--- src/rtl/csi_lane_aligner_pkg.sv ---
// csi_lane_aligner_pkg: shared lane widths, tap types and aligner state encoding
package csi_lane_aligner_pkg;
    localparam int NUM_LANE = 2;
    localparam int MAX_LANE_SKEW = 3;
    typedef logic [7:0] bus8_t;
    typedef logic [NUM_LANE-1:0] lane_vld_t;
    typedef bus8_t [NUM_LANE-1:0] lane_data_t;
    typedef logic [$clog2(MAX_LANE_SKEW+2)-1:0] lane_tap_t;
    typedef lane_tap_t [NUM_LANE-1:0] lane_taps_t;
    typedef enum logic [1:0] {IDLE, GATHER, LOCKED, DRAIN} align_state_t;
endpackage

--- src/rtl/csi_lane_delay.sv ---
// csi_lane_delay: per-lane byte history with a registered, enabled tap select
module csi_lane_delay
#(
    parameter int MAX_SKEW = 3,
    parameter int TW = $clog2(MAX_SKEW+2)
) (
    input  logic          clk,
    input  logic          reset,
    input  logic          en,
    input  logic [TW-1:0] tap,
    input  logic [7:0]    din,
    output logic [7:0]    dout
);
    import csi_lane_aligner_pkg::*;
    bus8_t [MAX_SKEW-1:0] sr;
    bus8_t [MAX_SKEW:0] d;
    bus8_t sel;
    assign d = {sr, din};
    always_comb begin
        sel = '0;
        for (int k = 0; k <= MAX_SKEW; k++) sel = (tap == TW'(k)) ? d[k] : sel;
    end
    always_ff @(posedge clk) begin
        if (reset) begin
            sr <= '0;
            dout <= '0;
        end else begin
            sr[0] <= din;
            for (int k = 1; k < MAX_SKEW; k++) sr[k] <= sr[k-1];
            if (en) dout <= sel;
        end
    end
endmodule

--- src/rtl/csi_lane_aligner.sv ---
// csi_lane_aligner: deskews per-lane byte streams so byte k of every lane leaves together
module csi_lane_aligner
#(
    parameter int NUM_LANE = csi_lane_aligner_pkg::NUM_LANE,
    parameter int MAX_SKEW = csi_lane_aligner_pkg::MAX_LANE_SKEW
) (
    input  logic                     clk,
    input  logic                     reset,
    input  logic [NUM_LANE-1:0]      lane_vld_in,
    input  logic [NUM_LANE-1:0][7:0] lane_data_in,
    input  logic                     packet_done,
    output logic                     word_vld,
    output logic [NUM_LANE-1:0][7:0] word_data,
    output logic                     locked,
    output logic                     align_err
);
    import csi_lane_aligner_pkg::*;
    localparam int TW = $clog2(MAX_SKEW+2);
    align_state_t state, state_nx;
    logic [NUM_LANE-1:0] r_vld, seen, over;
    logic [NUM_LANE-1:0][7:0] r_dat;
    logic [NUM_LANE-1:0][TW-1:0] cnt, cnt_nx, tap, tap_nx;
    logic vld_nx, err_nx, all_v, any_v;
    always_comb begin
        for (int l = 0; l < NUM_LANE; l++) begin
            seen[l] = cnt[l] != '0;
            over[l] = cnt[l] > TW'(MAX_SKEW);
        end
        all_v = &r_vld;
        any_v = |r_vld;
        state_nx = state;
        cnt_nx = cnt;
        tap_nx = tap;
        vld_nx = 1'b0;
        err_nx = 1'b0;
        case (state)
            IDLE: if (any_v) begin
                for (int l = 0; l < NUM_LANE; l++) cnt_nx[l] = TW'(r_vld[l]);
                tap_nx = '0;
                vld_nx = all_v && !packet_done;
                state_nx = !all_v ? GATHER : packet_done ? DRAIN : LOCKED;
            end
            GATHER: begin
                // a lane's count is how many older bytes it holds, i.e. its tap at lock time
                for (int l = 0; l < NUM_LANE; l++)
                    cnt_nx[l] = (r_vld[l] && !over[l]) ? cnt[l] + TW'(1) : cnt[l];
                if (packet_done) state_nx = DRAIN;
                else if (|(seen & ~r_vld) || |over) begin
                    state_nx = DRAIN;
                    err_nx = 1'b1;
                end else if (all_v) begin
                    state_nx = LOCKED;
                    tap_nx = cnt;
                    vld_nx = 1'b1;
                end
            end
            LOCKED: begin
                vld_nx = all_v && !packet_done;
                state_nx = vld_nx ? LOCKED : DRAIN;
            end
            default: if (!any_v) begin
                state_nx = IDLE;
                cnt_nx = '0;
            end
        endcase
    end
    always_ff @(posedge clk) begin
        if (reset) begin
            state <= IDLE;
            r_vld <= '0;
            r_dat <= '0;
            cnt <= '0;
            tap <= '0;
            word_vld <= 1'b0;
            align_err <= 1'b0;
        end else begin
            state <= state_nx;
            r_vld <= lane_vld_in;
            r_dat <= lane_data_in;
            cnt <= cnt_nx;
            tap <= tap_nx;
            word_vld <= vld_nx;
            align_err <= err_nx;
        end
    end
    assign locked = state == LOCKED;
    for (genvar l = 0; l < NUM_LANE; l++) begin : g_lane
        csi_lane_delay #(.MAX_SKEW(MAX_SKEW), .TW(TW)) u_dly (
            .clk(clk),
            .reset(reset),
            .en(vld_nx),
            .tap(tap_nx[l]),
            .din(r_dat[l]),
            .dout(word_data[l])
        );
    end
endmodule

--- config.mk ---
export PLATFORM = sky130hd
export DESIGN_NAME = csi_lane_aligner
export DESIGN_NICKNAME = d
export VERILOG_FILES = /design/src/rtl/csi_lane_aligner_pkg.sv /design/src/rtl/csi_lane_delay.sv /design/src/rtl/csi_lane_aligner.sv
export SDC_FILE = /design/constraint.sdc
export NUM_CORES = 1
export LEC_CHECK = 0
export ABC_AREA = 1
export CAP_MARGIN = 25
export CORE_MARGIN = 3
export CORE_UTILIZATION = 40
export CTS_CLUSTER_SIZE = 8
export DETAILED_ROUTE_END_ITERATION = 12
export DONT_BUFFER_PORTS = 1
export GPL_ROUTABILITY_DRIVEN = 0
export HOLD_SLACK_MARGIN = 0.03
export SETUP_SLACK_MARGIN = 0.05
export SLEW_MARGIN = 20
export SYNTH_ARGS = -nofsm -noshare
export SYNTH_HDL_FRONTEND = slang
export SYNTH_SLANG_ARGS = --single-unit
export TNS_END_PERCENT = 5
--- constraint.sdc ---
create_clock -name clk -period 2.69 [get_ports clk]
set_input_delay 0.269 -clock clk [delete_from_list [all_inputs] [get_ports clk]]
set_output_delay 0.269 -clock clk [all_outputs]
set_load 0.1 [all_outputs]
==> impl_metrics.env, run 1 <==
export IMPL_track_usage_pct=15.4
export IMPL_worst_r2r_endpoint="g_lane[0].u_dly.dout[2]$_SDFFE_PP0P_"
export IMPL_final_common_cell="inv_1"
export IMPL_grt_first_pass_wirelength_um=14700
export IMPL_fin_skew_ps=13.6
export IMPL_fin_crit_sh_pct=85.9
export IMPL_hold_start="reset"
export IMPL_postSynthCellCount=555
export IMPL_clkSlewWorstSetupHoldPaths_ps=100
export IMPL_worst_slew_pin_slew_ps=963
export IMPL_rsz0062_at_grt="false"
export IMPL_core_area_um2=10000
export IMPL_die_w_um=109
export IMPL_reg2regPathDepth=15
export IMPL_synth_area_um2=4230
export IMPL_synth_top_area_share_pct=46.3
export IMPL_dpl_cell_area_um2=4420
export IMPL_regToRegSetupSlack_ps=380
export IMPL_ant_nets=0
export IMPL_ys_types=33
export IMPL_cts_sinks=98
export IMPL_ctsRootBufferMaster="clkbuf_8"
export IMPL_antenna_found_initial=0
export IMPL_status="finished clean"
export IMPL_ys_warn_count=0
export IMPL_cp_end_kind="flop"
export IMPL_holdPathEnd="state[0]$_SDFFE_PP0P_"
export IMPL_r2r_start="cnt[1]$_SDFFE_PP0P_"
export IMPL_rows=36
export IMPL_area_delta_synth_final_pct=14.4
export IMPL_drive_gt1_share_pct=14.4
export IMPL_cts_tree="done"
export IMPL_cp_max_fo=15
export IMPL_setup_tns_ps=0
export IMPL_worst_ep_arrival_time_ps=2600
export IMPL_numCtsBuffers=9
export IMPL_die_area_um2=11900
export IMPL_dr_pass1_iters=5
export IMPL_power_density_nw_per_um2=717
export IMPL_viasPerCell=4.57
export IMPL_drt_total_wl_um=8340
export IMPL_nNetsFinal=617
export IMPL_fin_area_um2=4840
export IMPL_p_leak_nw=2.18
export IMPL_wl_per_cell_um=11.5
export IMPL_critPathRequiredTime_ps=2980
export IMPL_max_slew_margin_pct=35.7
export IMPL_io_pins=40
export IMPL_via_count=3306
export IMPL_hpwlAfterDp_um=5620
export IMPL_grt_max_degree=82
export IMPL_whs_path_depth=2
export IMPL_start_util_pct=42.1
export IMPL_num_antenna_cells=0
export IMPL_die_h_um=109
export IMPL_drtIter0Drc=217
export IMPL_drv_slew=0
export IMPL_clock_fmax_mhz=433
export IMPL_synth_fp_nets=586
export IMPL_clk_path_buf_depth=2
export IMPL_ir_worst_vdd_uv=285
export IMPL_ys_ff_latch=98
export IMPL_critPathKind="reg2reg"
export IMPL_drcViolationCount=0
export IMPL_grt_pass1_vias=3242
export IMPL_port_buffers=0
export IMPL_finalCriticalPeriod_ps=2310
export IMPL_maxCapViolCount=0
export IMPL_yosys_top_cells_area="dfxtp_1 (46%), inv_1 (9.8%), nor2_1 (8.2%)"
export IMPL_avgSynthCellArea_um2=7.63
export IMPL_hold_class="in2reg"
export IMPL_seq_area_frac_synth_pct=46.3
export IMPL_clkLatencyLatePin_ps=360
export IMPL_setup_violations_final=0
export IMPL_post_cts_setup_buffers=0
export IMPL_cp_start_kind="flop"
export IMPL_hold_violations=0
export IMPL_grt_overflow_total=0
export IMPL_h_tree_depth=3
export IMPL_mostFrequentLayoutCells="inv_1 (110), dfxtp_1 (98), nor2_1 (92)"
export IMPL_synth_top_cell_by_area="dfxtp_1"
==> timing repair <==
action	4_1_cts	5_1_grt
setup endpoints to repair	0	2
hold buffers	20	0
hold endpoints to repair	81	0
gates resized for setup	0	1
==> stage by stage <==
step	total power, mW	instances	hold WS [ps]	worst slack, ps	util, %
detailed placement	2.53	688	350	319	44.0
global route	3.71	724	277	72.0	48.2
CTS	3.51	724	268	285	48.2
finish	3.47	724	266	378	48.2
floorplan	2.38	555	348	489	-
global placement	2.51	688	350	423	44.0
==> cells in the mapped netlist (all sizes together) <==
cell / instances
a21oi: 30
nand3: 18
a221oi: 2
o21ai: 44
nor3: 4
o2111ai: 1
nand4: 10
a211oi: 4
nand2: 82
clkbuf: 12
inv: 122
buf: 9
o211ai: 9
dfxtp: 98
nor4: 1
nor2: 99
ha: 10
==> registers in the layout (all words and copies together), names as in the netlist <==
signal / cells
tap: 6
cnt: 6
g_lane.u_dly.d: 48
align_err: 1
word_vld: 1
g_lane.u_dly.dout: 16
state: 2
r_dat: 16
r_vld: 2
==> layout make-up <==
| class | instances | area (um2) |
|---|---|---|
| flip-flops and latches | 98 | 1960 |
| clock inverters | 7 | 78.8 |
| clock buffers | 9 | 124 |
| multi-input cells | 314 | 1670 |
| repair buffers | 41 | 375 |
| fillers | 988 | 5200 |
| well taps | 133 | 166 |
| inverters | 122 | 463 |
==> report_power, final <==
| part | internal (mW) | switching [mW] |
|---|---|---|
| Clock | 0.368 | 0.567 |
| Sequential | 1.54 | 0.0801 |
| Combinational | 0.294 | 0.623 |
| Total | 2.20 | 1.27 |
==> logic make-up after synthesis <==
kind of cell | after synthesis | share of synthesized area, %
DFF | 98 | 46.3
AOI/OAI and AO/OA | 90 | 13.8
buffers and inverters | 143 | 14.2
and+or+nand+nor | 214 | 22.7
adders and majority gates | 10 | 2.96
==> critical path, stage by stage, from the launching register on <==
cell	delay (ps)
dfxtp_1	410
ha_1	170
ha_1	140
inv_1	40
nand2_1	80
nand2_2	90
nor2_8	140
nand2_4	110
nor2_4	140
nand2_1	110
o21ai_4	170
buf_4	300
o21ai_0	100
nand2_1	80
nand2_1	50
a21oi_1	130
==> metal layers <==
layer / vias to the layer above / GRT usage [%] / wire length [um]
li1: 1758 / - / -
met1: 1470 / 19.0 / 3870
met2: 67 / 26.6 / 4000
met3: 11 / 2.90 / 299
met4: 0 / 5.68 / 168
met5: - / 0 / 0
==> worst max path at each step <==
stage                          startpoint                                   end  slack (ps)  depth (start not counted)
finish                cnt[1]$_SDFFE_PP0P_  g_lane[0].u_dly.dout[2]$_SDFFE_PP0P_         380                         15
global route        state[0]$_SDFFE_PP0P_  g_lane[0].u_dly.dout[1]$_SDFFE_PP0P_          70                         13
CTS                   cnt[3]$_SDFFE_PP0P_  g_lane[1].u_dly.dout[7]$_SDFFE_PP0P_         280                         15
detailed placement    cnt[3]$_SDFFE_PP0P_  g_lane[1].u_dly.dout[7]$_SDFFE_PP0P_         320                         15
global placement      cnt[3]$_SDFFE_PP0P_  g_lane[1].u_dly.dout[0]$_SDFFE_PP0P_         420                         15
floorplan           state[0]$_SDFFE_PP0P_  g_lane[0].u_dly.dout[7]$_SDFFE_PP0P_         490                          7
No activity file was read; power rests on OpenSTA's default activity.
==> run 2, diff against run 1 <==
--- a/config.mk
+++ b/config.mk
@@ -9,5 +9,5 @@
 export CAP_MARGIN = 25
 export CORE_MARGIN = 3
-export CORE_UTILIZATION = 40
+export CORE_UTILIZATION = 63
 export CTS_CLUSTER_SIZE = 8
 export DETAILED_ROUTE_END_ITERATION = 12
@@ -15,4 +15,5 @@
 export GPL_ROUTABILITY_DRIVEN = 0
 export HOLD_SLACK_MARGIN = 0.03
+export PLACE_DENSITY = 0.79
 export SETUP_SLACK_MARGIN = 0.05
 export SLEW_MARGIN = 20
==> constraint.sdc (replaced) <==
create_clock -name clk -period 2.69 [get_ports clk]
set_input_delay 0.269 -clock clk [delete_from_list [all_inputs] [get_ports clk]]
set_output_delay 0.269 -clock clk [all_outputs]
set_load 0.05 [all_outputs]
==> impl_metrics.env, run 2 (synthesized netlist as in run 1, its figures left out) <==
export IMPL_io_pins=40
export IMPL_ctsRootBufferMaster="clkbuf_8"
export IMPL_rsz0062_at_grt="false"
export IMPL_fin_area_um2=4660
export IMPL_h_tree_depth=3
export IMPL_power_density_nw_per_um2=748
export IMPL_worst_ep_arrival_time_ps=2720
export IMPL_maxCapViolCount=0
export IMPL_grt_overflow_total=0
export IMPL_track_usage_pct=23.4
export IMPL_fin_skew_ps=11.4
export IMPL_hold_class="in2reg"
export IMPL_final_common_cell="inv_1"
export IMPL_finalCriticalPeriod_ps=2400
export IMPL_multi_input_area_um2=1670
export IMPL_area_delta_synth_final_pct=10.2
export IMPL_num_antenna_cells=0
export IMPL_layout_area_seq_um2=1960
export IMPL_status="finished clean"
export IMPL_clk_path_buf_depth=2
export IMPL_hpwlAfterDp_um=5520
export IMPL_wl_per_cell_um=12.9
export IMPL_p_leak_nw=2.10
export IMPL_n_fill_cell=494
export IMPL_worst_slew_pin_slew_ps=551
export IMPL_grt_pass1_vias=3073
export IMPL_mostFrequentLayoutCells="inv_1 (110), dfxtp_1 (98), nor2_1 (92)"
export IMPL_whs_ps=35.4
export IMPL_rows=29
export IMPL_fin_crit_sh_pct=89.4
export IMPL_nNetsFinal=601
export IMPL_clkSlewWorstSetupHoldPaths_ps=100
export IMPL_pre_cts_ws_ps=303
export IMPL_dpl_cell_area_um2=4240
export IMPL_drive_gt1_share_pct=11.7
export IMPL_cp_max_fo=13
export IMPL_drt_total_wl_um=8430
export IMPL_drv_slew=0
export IMPL_largest_register_ffs=48
export IMPL_critPathKind="reg2reg"
export IMPL_antenna_found_initial=0
export IMPL_grt_first_pass_wirelength_um=14100
export IMPL_setup_tns_ps=0
export IMPL_clock_fmax_mhz=416
export IMPL_post_cts_setup_buffers=0
export IMPL_drtIter0Drc=203
export IMPL_via_count=3393
export IMPL_die_w_um=88.0
export IMPL_viasPerCell=5.20
export IMPL_start_util_pct=65.9
export IMPL_ant_nets=0
export IMPL_port_buffers=0
export IMPL_ir_worst_vdd_uv=589
export IMPL_die_area_um2=7740
export IMPL_drcViolationCount=0
export IMPL_cts_sinks=98
export IMPL_setup_slack_ps=286
export IMPL_critPathRequiredTime_ps=3000
export IMPL_clkLatencyLatePin_ps=370
export IMPL_hold_violations=0
export IMPL_setup_violations_final=0
export IMPL_numCtsBuffers=9
export IMPL_max_slew_margin_pct=63.2
export IMPL_core_area_um2=6420
export IMPL_grt_max_degree=82
export IMPL_die_h_um=88.0
export IMPL_cp_end_kind="flop"
export IMPL_dr_pass1_iters=5
export IMPL_cp_start_kind="flop"
export IMPL_cts_tree="done"
==> run 2: cell types whose count changed in the layout (fill, tap and decap cells not counted), sizes merged <==
cell         change
clkinv           -3
clkbuf           +3
bufinv           +2
dlygate4sd3      -1
buf             -15
inv              -2
==> run 2: worst max-delay path: stages, from the launching register on <==
cell,delay [ps]
dfxtp_1,350
ha_1,210
ha_1,170
inv_1,50
nand2_1,80
nand2_2,120
nor2_8,60
nand2_4,110
nand2_1,60
nand3_1,70
nand2_1,230
nor2_2,230
nand2_1,180
o21ai_0,240
nand2_1,100
a21oi_2,110
==> run 2: layout make-up <==
cell class / instances / share of cell area (%)
multi-input combinational: 314 / 35.8
inverter: 122 / 9.93
tap: 77 / 2.07
timing repair buffer: 25 / 5.42
sequential: 98 / 42.1
clock buffer: 12 / 3.11
clock inverter: 4 / 1.58
==> run 2: path summary, 6_finish.rpt <==
path                                     from                                    to  slack (ps)  cells after the start
min reg2reg  g_lane[1].u_dly.d[17]$_SDFF_PP0_      g_lane[1].u_dly.d[25]$_SDFF_PP0_         410                      2
max                       cnt[0]$_SDFFE_PP0P_  g_lane[1].u_dly.dout[5]$_SDFFE_PP0P_         290                     15
min                           lane_data_in[4]                   r_dat[4]$_SDFF_PP0_          40                      2
max reg2reg               cnt[0]$_SDFFE_PP0P_  g_lane[1].u_dly.dout[5]$_SDFFE_PP0P_         290                     15
==> run 2: report_power, final <==
group          total, mW  switching (mW)  internal, mW
sequential          1.65           0.109          1.54
combinational      0.796           0.527         0.269
clock               1.04           0.487         0.552
==> run 2: per-layer routing <==
metal  routed length [um]  up-vias  GRT usage, %
met3                  488       15          5.46
met4                  178        0          9.48
met1                 3680     1548          30.3
met5                    0        -             0
li1                     -     1727             -
met2                 4080      103          37.7
==> run 2: what timing repair did <==
action / CTS / global route
hold buffers: 19 / 0
endpoints found under the hold margin: 81 / 0
gates resized for setup: 0 / 0
==> run 2: per-stage QoR <==
step | cells | total power, mW | util, %
final | 652 | 3.49 | 72.6
after detailed placement | 617 | 2.43 | 66.0
after global routing | 652 | 3.67 | 72.6
after floorplan | 555 | 2.30 | -
after global placement | 617 | 2.39 | 66.0
after CTS | 652 | 3.49 | 72.6
